==> src/rtl/alu_seq.sv <==
// alu_seq: handshaked ALU with single-cycle logic/arith ops and iterative
// multiply-low, unsigned divide and unsigned remainder. One op in flight.
module alu_seq #(
  parameter int WIDTH = 32
) (
  input  logic             clk,
  input  logic             rst,
  input  logic             in_valid,
  output logic             in_ready,
  input  logic [3:0]       op,
  input  logic [WIDTH-1:0] a,
  input  logic [WIDTH-1:0] b,
  output logic             out_valid,
  input  logic             out_ready,
  output logic [WIDTH-1:0] y,
  output logic             zero,
  output logic             err
);

  localparam int CW = $clog2(WIDTH) + 1;

  localparam logic [3:0] OP_AND   = 4'b0000;
  localparam logic [3:0] OP_OR    = 4'b0001;
  localparam logic [3:0] OP_ADD   = 4'b0010;
  localparam logic [3:0] OP_ANDN  = 4'b0100;
  localparam logic [3:0] OP_ORN   = 4'b0101;
  localparam logic [3:0] OP_SUB   = 4'b0110;
  localparam logic [3:0] OP_SLTU  = 4'b0111;
  localparam logic [3:0] OP_MULLO = 4'b1000;
  localparam logic [3:0] OP_DIVU  = 4'b1001;
  localparam logic [3:0] OP_REMU  = 4'b1010;

  typedef enum logic [1:0] {S_IDLE, S_BUSY, S_DONE} state_t;

  state_t           state_q, state_d;
  logic [3:0]       op_q, op_d;
  logic [WIDTH-1:0] a_q, a_d;     // multiplicand (MULLO) / dividend-then-quotient (DIV/REM)
  logic [WIDTH-1:0] b_q, b_d;     // multiplier (MULLO) / divisor (DIV/REM)
  logic [WIDTH-1:0] acc_q, acc_d; // product accumulator / partial remainder
  logic [CW-1:0]    cnt_q, cnt_d;
  logic             cmp_q, cmp_d; // A==B captured at accept, published on completion
  logic [WIDTH-1:0] y_q, y_d;
  logic             zero_q, zero_d;
  logic             err_q, err_d;

  logic [WIDTH-1:0] mul_acc;
  logic [WIDTH:0]   rem_sh;
  logic [WIDTH-1:0] rem_sub;
  logic             rem_ge;
  logic [WIDTH-1:0] div_rem;
  logic [WIDTH-1:0] div_quo;

  function automatic logic is_iter(input logic [3:0] o);
    return (o == OP_MULLO) || (o == OP_DIVU) || (o == OP_REMU);
  endfunction

  function automatic logic is_single(input logic [3:0] o);
    case (o)
      OP_AND, OP_OR, OP_ADD, OP_ANDN, OP_ORN, OP_SUB, OP_SLTU: return 1'b1;
      default:                                               return 1'b0;
    endcase
  endfunction

  // Illegal encodings fall through to zero.
  function automatic logic [WIDTH-1:0] alu_single(input logic [3:0] o,
                                                  input logic [WIDTH-1:0] x,
                                                  input logic [WIDTH-1:0] z);
    case (o)
      OP_AND:  return x & z;
      OP_OR:   return x | z;
      OP_ADD:  return x + z;
      OP_ANDN: return x & ~z;
      OP_ORN:  return x | ~z;
      OP_SUB:  return x - z;
      OP_SLTU: return {{(WIDTH-1){1'b0}}, (x < z)};
      default: return '0;
    endcase
  endfunction

  assign in_ready  = (state_q == S_IDLE);
  assign out_valid = (state_q == S_DONE);
  assign y         = y_q;
  assign zero      = zero_q;
  assign err       = err_q;

  // Next-state, iteration step and result capture.
  always_comb begin
    state_d = state_q;
    op_d    = op_q;
    a_d     = a_q;
    b_d     = b_q;
    acc_d   = acc_q;
    cnt_d   = cnt_q;
    cmp_d   = cmp_q;
    y_d     = y_q;
    zero_d  = zero_q;
    err_d   = err_q;

    // One shift-add step.
    mul_acc = acc_q + (b_q[0] ? a_q : '0);
    // One restoring-divide step. With a zero divisor the compare always
    // succeeds, giving an all-ones quotient and the dividend as remainder.
    rem_sh  = {acc_q, a_q[WIDTH-1]};
    rem_ge  = (rem_sh >= {1'b0, b_q});
    rem_sub = rem_sh[WIDTH-1:0] - b_q;
    div_rem = rem_ge ? rem_sub : rem_sh[WIDTH-1:0];
    div_quo = {a_q[WIDTH-2:0], rem_ge};

    case (state_q)
      S_IDLE: begin
        if (in_valid) begin
          op_d  = op;
          cmp_d = (a == b);
          if (is_iter(op)) begin
            a_d     = a;
            b_d     = b;
            acc_d   = '0;
            cnt_d   = '0;
            state_d = S_BUSY;
          end else begin
            y_d     = alu_single(op, a, b);
            zero_d  = (a == b);
            err_d   = ~is_single(op);
            state_d = S_DONE;
          end
        end
      end
      S_BUSY: begin
        if (op_q == OP_MULLO) begin
          acc_d = mul_acc;
          a_d   = a_q << 1;
          b_d   = b_q >> 1;
        end else begin
          acc_d = div_rem;
          a_d   = div_quo;
        end
        cnt_d = cnt_q + 1'b1;
        if (cnt_q == CW'(WIDTH - 1)) begin
          cnt_d   = '0;
          state_d = S_DONE;
          zero_d  = cmp_q;
          err_d   = 1'b0;
          if (op_q == OP_MULLO)     y_d = mul_acc;
          else if (op_q == OP_DIVU) y_d = div_quo;
          else                      y_d = div_rem;
        end
      end
      S_DONE: begin
        if (out_ready) state_d = S_IDLE;
      end
      default: state_d = S_IDLE;
    endcase
  end

  // State and datapath registers with synchronous reset.
  always_ff @(posedge clk) begin
    if (rst) begin
      state_q <= S_IDLE;
      op_q    <= '0;
      a_q     <= '0;
      b_q     <= '0;
      acc_q   <= '0;
      cnt_q   <= '0;
      cmp_q   <= 1'b0;
      y_q     <= '0;
      zero_q  <= 1'b0;
      err_q   <= 1'b0;
    end else begin
      state_q <= state_d;
      op_q    <= op_d;
      a_q     <= a_d;
      b_q     <= b_d;
      acc_q   <= acc_d;
      cnt_q   <= cnt_d;
      cmp_q   <= cmp_d;
      y_q     <= y_d;
      zero_q  <= zero_d;
      err_q   <= err_d;
    end
  end

endmodule
==> config.mk <==
export PLATFORM = sky130hd
export DESIGN_NAME = alu_seq
export DESIGN_NICKNAME = d
export VERILOG_FILES = /design/src/rtl/alu_seq.sv
export SDC_FILE = /design/constraint.sdc
export NUM_CORES = 1
export LEC_CHECK = 0
export BUFFER_PORTS_ARGS = -buffer_cell sky130_fd_sc_hd__buf_4
export CORE_ASPECT_RATIO = 1.1
export CORE_UTILIZATION = 45
export DETAILED_ROUTE_END_ITERATION = 10
export PLACE_DENSITY_LB_ADDON = 0.2
export SLEW_MARGIN = 15
export SYNTH_ARGS = -nofsm -noshare
export SYNTH_HDL_FRONTEND = slang
export SYNTH_SLANG_ARGS = --single-unit
==> constraint.sdc <==
create_clock -name clk -period 4.05 [get_ports clk]
set_clock_uncertainty 0.15 [all_clocks]
set_input_delay 0.2025 -clock clk [delete_from_list [all_inputs] [get_ports clk]]
set_output_delay 0.2025 -clock clk [all_outputs]
set_load 0.01 [all_outputs]
==> results.sh, run 1 <==
export IMPL_num_vias=16800
export IMPL_clkSlewWorstSetupHoldPaths_ns=0.07
export IMPL_post_dp_cell_area_um2=16400
export IMPL_drive_above_1_share=0.109
export IMPL_yosysWarnings=0
export IMPL_synth_seq_cells=143
export IMPL_max_slew_margin=0.394
export IMPL_synth_cell_types=85
export IMPL_wirelength_mm=58.6
export IMPL_crit_fanout=4
export IMPL_antenna_found_initial=1
export IMPL_grt_pass1_wl_mm=90.0
export IMPL_synth_top_area_cell="dfxtp_1"
export IMPL_ant_nets=0
export IMPL_power_density_nw_per_um2=325
export IMPL_cp_arrival_ns=4.06
export IMPL_grt_pass1_vias=15600
export IMPL_yosys_area_top_type_share=0.189
export IMPL_whs_ns=0.0196
export IMPL_ir_worst_vdd_uv=215
export IMPL_holdCritPathClass="input port to flop"
export IMPL_cts_tree="built"
export IMPL_drc=0
export IMPL_die_w_um=177
export IMPL_io_buffers=107
export IMPL_grt_max_degree=70
export IMPL_hpwlAfterDp_mm=45.1
export IMPL_maxCapViolations=0
export IMPL_start_util=0.455
export IMPL_via_per_inst=6.35
export IMPL_netlist_area_um2=15100
export IMPL_clock_path_buffers=2
export IMPL_grt_usage=0.337
export IMPL_die_area_um2=34300
export IMPL_tns_ns=0
export IMPL_die_h_um=194
export IMPL_synth_nets=2310
export IMPL_cts_root_buf="clkbuf_16"
export IMPL_syn_mean_instance_area_um2=7.18
export IMPL_drtIter0Drc=1737
export IMPL_routabilityCongestion=0.981
export IMPL_core_rowCount=70
export IMPL_async_flop_share=0
export IMPL_clkSinkCount=143
export IMPL_ios=108
export IMPL_max_freq_mhz=257
export IMPL_syn_inst=2106
export IMPL_insertion_delay_ns=0.44
export IMPL_setup_viol=0
export IMPL_antenna_cells=0
export IMPL_syn_to_final_growth_pct=16.9
export IMPL_wl_per_cell_um=22.1
export IMPL_leakage_nw=7.35
export IMPL_worst_pin_slew_ns=0.906
export IMPL_design_area_um2=17700
export IMPL_fin_crit_sh=0.962
export IMPL_finalCriticalPeriod_ns=3.90
export IMPL_synth_area_leaders="dfxtp_1, ha_1, nor2_1"
export IMPL_synth_edff_count=0
export IMPL_synthFlopType="dfxtp_1"
export IMPL_rsz0062_at_grt="false"
export IMPL_overflow=0
export IMPL_worstSetupPathType="input port to flop"
export IMPL_yosysMostFrequentCell="nor2_1"
export IMPL_finalHoldViolations=0
export IMPL_nets=2409
export IMPL_htree_levels=4
export IMPL_yosys_top_cells_count="nor2_1, nand2_1, a21oi_1, dfxtp_1, ha_1"
export IMPL_cp_start_kind="input port"
export IMPL_finalMaxSlewViolations=0
export IMPL_required_ns=4.21
export IMPL_status="finished clean"
export IMPL_cts_made_buffers=17
export IMPL_coreArea_um2=33200
export IMPL_yosysSeqAreaShare=0.189
export IMPL_drt_pass1_iterations=7
export IMPL_critPathCaptureType="flop"
[worst max-delay path, stage by stage]
cell and delay, ns:
dlygate4sd3_1 0.55, buf_4 0.17, ha_1 0.21, fa_1 0.39, nand2b_1 0.11, a221oi_1 0.10, or4b_1 0.58, nand3_1 0.27
o31ai_2 0.15, or4_1 0.41, a32oi_1 0.24, xnor2_1 0.15, a221oi_2 0.38, a211oi_1 0.13
[path summary, 6_finish.rpt]
kind	cells past startpoint	end	slack, ns	start
worst max register to register	14	y[30]$_SDFFE_PP0P_	0.21	b_q[0]$_SDFFE_PP0P_
worst max-delay path	14	y[26]$_SDFFE_PP0P_	0.15	b[0]
worst min-delay path	3	b_q[28]$_SDFFE_PP0P_	0.02	b[28]
worst min register to register	2	zero$_SDFFE_PP0P_	0.33	cmp_q$_SDFFE_PP0P_
[logic make-up (layout without fill, tap and decap cells)]
family | Yosys count | count (layout) | share of synthesized area
fa+ha+maj | 160 | 160 | 0.130
simple gates | 728 | 728 | 0.220
buf+inv | 257 | 369 | 0.0653
xor+xnor | 122 | 122 | 0.0707
flops | 143 | 143 | 0.189
compound gates | 659 | 659 | 0.300
mux | 37 | 37 | 0.0248
[layer usage]
metal,track usage,routed length [um],vias up
li1,-,-,7897
met1,0.475,26200,8042
met2,0.524,25900,773
met3,0.0400,4600,116
met4,0.119,1860,0
met5,0,0,-
[cells in the final DEF (no fill, tap or decap), types with 17 or more instances in the layout]
master | synthesis | layout
a211oi_1 | 34 | 32
a21o_1 | 31 | 31
a21oi_1 | 154 | 154
a222oi_1 | 29 | 29
a311oi_1 | 42 | 42
a31oi_1 | 31 | 31
and2_1 | 35 | 35
buf_4 | 2 | 163
clkbuf_16 | 0 | 17
dfxtp_1 | 143 | 143
dlygate4sd3_1 | 0 | 56
ha_1 | 128 | 128
inv_1 | 115 | 115
maj3_1 | 28 | 28
mux2i_1 | 34 | 34
nand2_1 | 231 | 231
nand3_1 | 56 | 56
nor2_1 | 239 | 236
nor3_1 | 45 | 44
o211ai_1 | 24 | 24
o21ai_0 | 122 | 122
o21bai_1 | 17 | 17
xnor2_1 | 61 | 61
xor2_1 | 61 | 61
[final cells by class]
class,count,area [um^2]
Fill cell,3251,15500
Multi-Input combinational cell,1706,11300
Sequential cell,143,2860
Timing Repair Buffer,221,1820
Tap cell,432,541
Clock buffer,19,443
Inverter,116,435
Clock inverter,13,233
[report_power, final]
| group | switching (mW) | internal (mW) |
|---|---|---|
| clock | 0.682 | 1.18 |
| sequential | 0.0773 | 1.48 |
| combinational | 1.41 | 0.914 |
[flip-flops by register name, indices dropped and copies added, names as in the netlist, 2 cells and up]
signal and cells:
y 32, state_q 2, cnt_q 6, b_q 32, acc_q 32, a_q 32, op_q 4
[stage by stage]
step,power [mW],cells,util,setup slack (ns)
floorplan,3.06,2106,-,0.544
global placement,3.79,2562,0.494,0.301
detailed placement,3.80,2562,0.494,0.250
CTS,5.68,2650,0.532,0.222
global route,5.98,2650,0.532,0.00199
finish,5.74,2650,0.532,0.152
[timing repair]
item	in CTS	in global routing
buffers inserted	0	0
resized for setup	0	3
setup endpoints to repair	0	2
hold endpoints to repair	56	0
hold buffers	56	0
Power figures use the tool's default switching activity.
==> run 2, diff against run 1 <==
ABC_AREA = 1   (was default)
CORE_UTILIZATION = 50   (was 45)
==> run 2 against run 1 <==
  * Synthesized cell count up 51%
  * Final cell count up 40%
  * Hold slack improved by 0.0047 ns
  * Register-to-register slack better by 0.39 ns
  * Sequential share of layout area shrank 1.6 points
==> results.sh, run 2 <==
export IMPL_crit_fanout=16
export IMPL_start_util=0.510
export IMPL_synth_area_leaders="nand2_1, dfxtp_1, inv_1"
export IMPL_finalCriticalPeriod_ns=3.45
export IMPL_nets=3462
export IMPL_cts_made_buffers=17
export IMPL_ios=108
export IMPL_synthFlopType="dfxtp_1"
export IMPL_synth_edff_count=0
export IMPL_synth_top_area_cell="nand2_1"
export IMPL_insertion_delay_ns=0.45
export IMPL_grt_pass1_vias=20800
export IMPL_yosysSeqAreaShare=0.163
export IMPL_yosysWarnings=0
export IMPL_num_vias=22000
export IMPL_ant_nets=0
export IMPL_die_w_um=181
export IMPL_synth_nets=3385
export IMPL_final_common_cell="nand2_1"
export IMPL_io_buffers=107
export IMPL_htree_levels=4
export IMPL_hpwlAfterDp_mm=60.6
export IMPL_drc=0
export IMPL_wl_per_cell_um=20.8
export IMPL_syn_mean_instance_area_um2=5.51
export IMPL_cp_arrival_ns=3.65
export IMPL_most_common_layout_cells="nand2_1, inv_1, nand3_1, nor2_1, a21oi_1"
export IMPL_drt_pass1_iterations=7
export IMPL_netlist_area_um2=17500
export IMPL_setup_viol=0
export IMPL_finalMaxSlewViolations=0
export IMPL_grt_usage=0.426
export IMPL_synth_seq_cells=143
export IMPL_maxCapViolations=0
export IMPL_tns_ns=0
export IMPL_yosysMostFrequentCell="nand2_1"
export IMPL_required_ns=4.25
export IMPL_holdCritPathClass="input port to flop"
export IMPL_syn_inst=3181
export IMPL_die_h_um=198
export IMPL_grt_pass1_wl_mm=116
export IMPL_power_density_nw_per_um2=311
export IMPL_worst_pin_slew_ns=1.24
export IMPL_yosys_area_top_type_share=0.221
export IMPL_worstSetupPathType="flop to flop"
export IMPL_synth_cell_types=46
export IMPL_cts_tree="built"
export IMPL_ir_worst_vdd_uv=326
export IMPL_max_slew_margin=0.170
export IMPL_cp_start_kind="flop"
export IMPL_async_flop_share=0
export IMPL_status="finished clean"
export IMPL_grt_max_degree=88
export IMPL_yosys_top_cells_count="nand2_1, inv_1, nand3_1, nor2_1, a21oi_1"
export IMPL_antenna_found_initial=1
export IMPL_wirelength_mm=77.2
export IMPL_routabilityCongestion=1.04
export IMPL_critPathCaptureType="flop"
export IMPL_coreArea_um2=34400
export IMPL_clkSinkCount=143
export IMPL_clkSlewWorstSetupHoldPaths_ns=0.07
export IMPL_leakage_nw=10.1
export IMPL_syn_to_final_growth_pct=12.0
export IMPL_clock_path_buffers=2
export IMPL_cts_root_buf="clkbuf_16"
export IMPL_drive_above_1_share=0.0663
export IMPL_max_freq_mhz=290
export IMPL_drtIter0Drc=2476
export IMPL_rsz0062_at_grt="false"
export IMPL_overflow=0
export IMPL_fin_crit_sh=0.852
export IMPL_via_per_inst=5.93
export IMPL_finalHoldViolations=0
export IMPL_core_rowCount=71
export IMPL_die_area_um2=35800
export IMPL_final_util=0.572
export IMPL_post_cts_buffers=0
run 2: cell types whose count changed after synthesis, sizes merged, moves of 40 or more:
cell | before | now
inv | 116 | 485
nand2 | 231 | 1037
nand3 | 56 | 268
a21oi | 157 | 232
o21ai | 125 | 184
xor2 | 61 | 21
a311oi | 42 | 0
run 2: area by class of cell:
class | instances | area (um^2)
Clock buffer | 18 | 429
Antenna cell | 1 | 2.50
Clock inverter | 14 | 159
Inverter | 486 | 1830
Fill cell | 3528 | 14700
Timing Repair Buffer | 176 | 1460
Sequential cell | 143 | 2860
Multi-Input combinational cell | 2434 | 12400
Tap cell | 438 | 548
run 2: cells by family (layout without fill, tap and decap cells):
group	after synthesis	after routing	share of synthesized area
fa+ha+maj	132	132	0.0959
xor+xnor	56	56	0.0280
simple gates	1670	1670	0.394
flops	143	143	0.163
buf+inv	604	694	0.133
compound gates	576	576	0.186
other cells	0	1	0
run 2: routing by layer:
layer | part of all wire | vias up | GRT usage
met5 | 0 | - | 0
met4 | 0.076 | 0 | 0.303
met3 | 0.097 | 329 | 0.0663
met2 | 0.44 | 1295 | 0.698
met1 | 0.38 | 9992 | 0.512
li1 | - | 10400 | -
run 2: critical path: stages (launching register included):
cell and delay [ns]:
dfxtp_1 0.75, nand2_1 0.10, inv_1 0.08, ha_1 0.18
fa_1 0.40, nand2_1 0.09, nand2_1 0.08, nand3b_1 0.07
nand2_1 0.17, nand3_1 0.10, nand2_1 0.24, nand2_1 0.11
nand2_1 0.07, nand2_1 0.05, nand3_1 0.12, nand2_1 0.07
inv_1 0.05, nand2_1 0.12, nand2_1 0.12, nand3_1 0.09
nand2_1 0.10, inv_1 0.04
run 2: path summary, 6_finish.rpt:
path | to | cells after the start | slack (ns) | start
max | y[22]$_SDFFE_PP0P_ | 21 | 0.60 | b_q[0]$_SDFFE_PP0P_
max reg2reg | y[22]$_SDFFE_PP0P_ | 21 | 0.60 | b_q[0]$_SDFFE_PP0P_
min | b_q[29]$_SDFFE_PP0P_ | 3 | 0.02 | b[29]
min reg2reg | y[4]$_SDFFE_PP0P_ | 2 | 0.33 | y[4]$_SDFFE_PP0P_
run 2: through the flow:
stage / total power [mW] / cell area [um^2] / hold slack [ns] / std cells / setup WS (ns)
2_1_floorplan: 3.44 / 17500 / 0.201 / 3181 / 1.48
3_5_place_dp: 4.36 / 18600 / 0.310 / 3633 / 0.694
4_1_cts: 6.00 / 19700 / 0.000302 / 3709 / 0.676
6_report: 6.11 / 19700 / 0.0243 / 3710 / 0.600
5_1_grt: 6.40 / 19700 / 0.0461 / 3709 / 0.320
3_3_place_gp: 4.33 / 18600 / 0.297 / 3633 / 0.710
run 2: timing repair:
action,in CTS,in global routing
endpoints found under the hold margin,52,0
gates resized for setup,0,0
hold buffers,44,0
run 2: power breakdown:
group	switching (mW)	internal, mW	total [mW]
clock	0.701	0.918	1.62
combinational	1.94	0.868	2.81
sequential	0.131	1.55	1.68
total	2.77	3.33	6.11
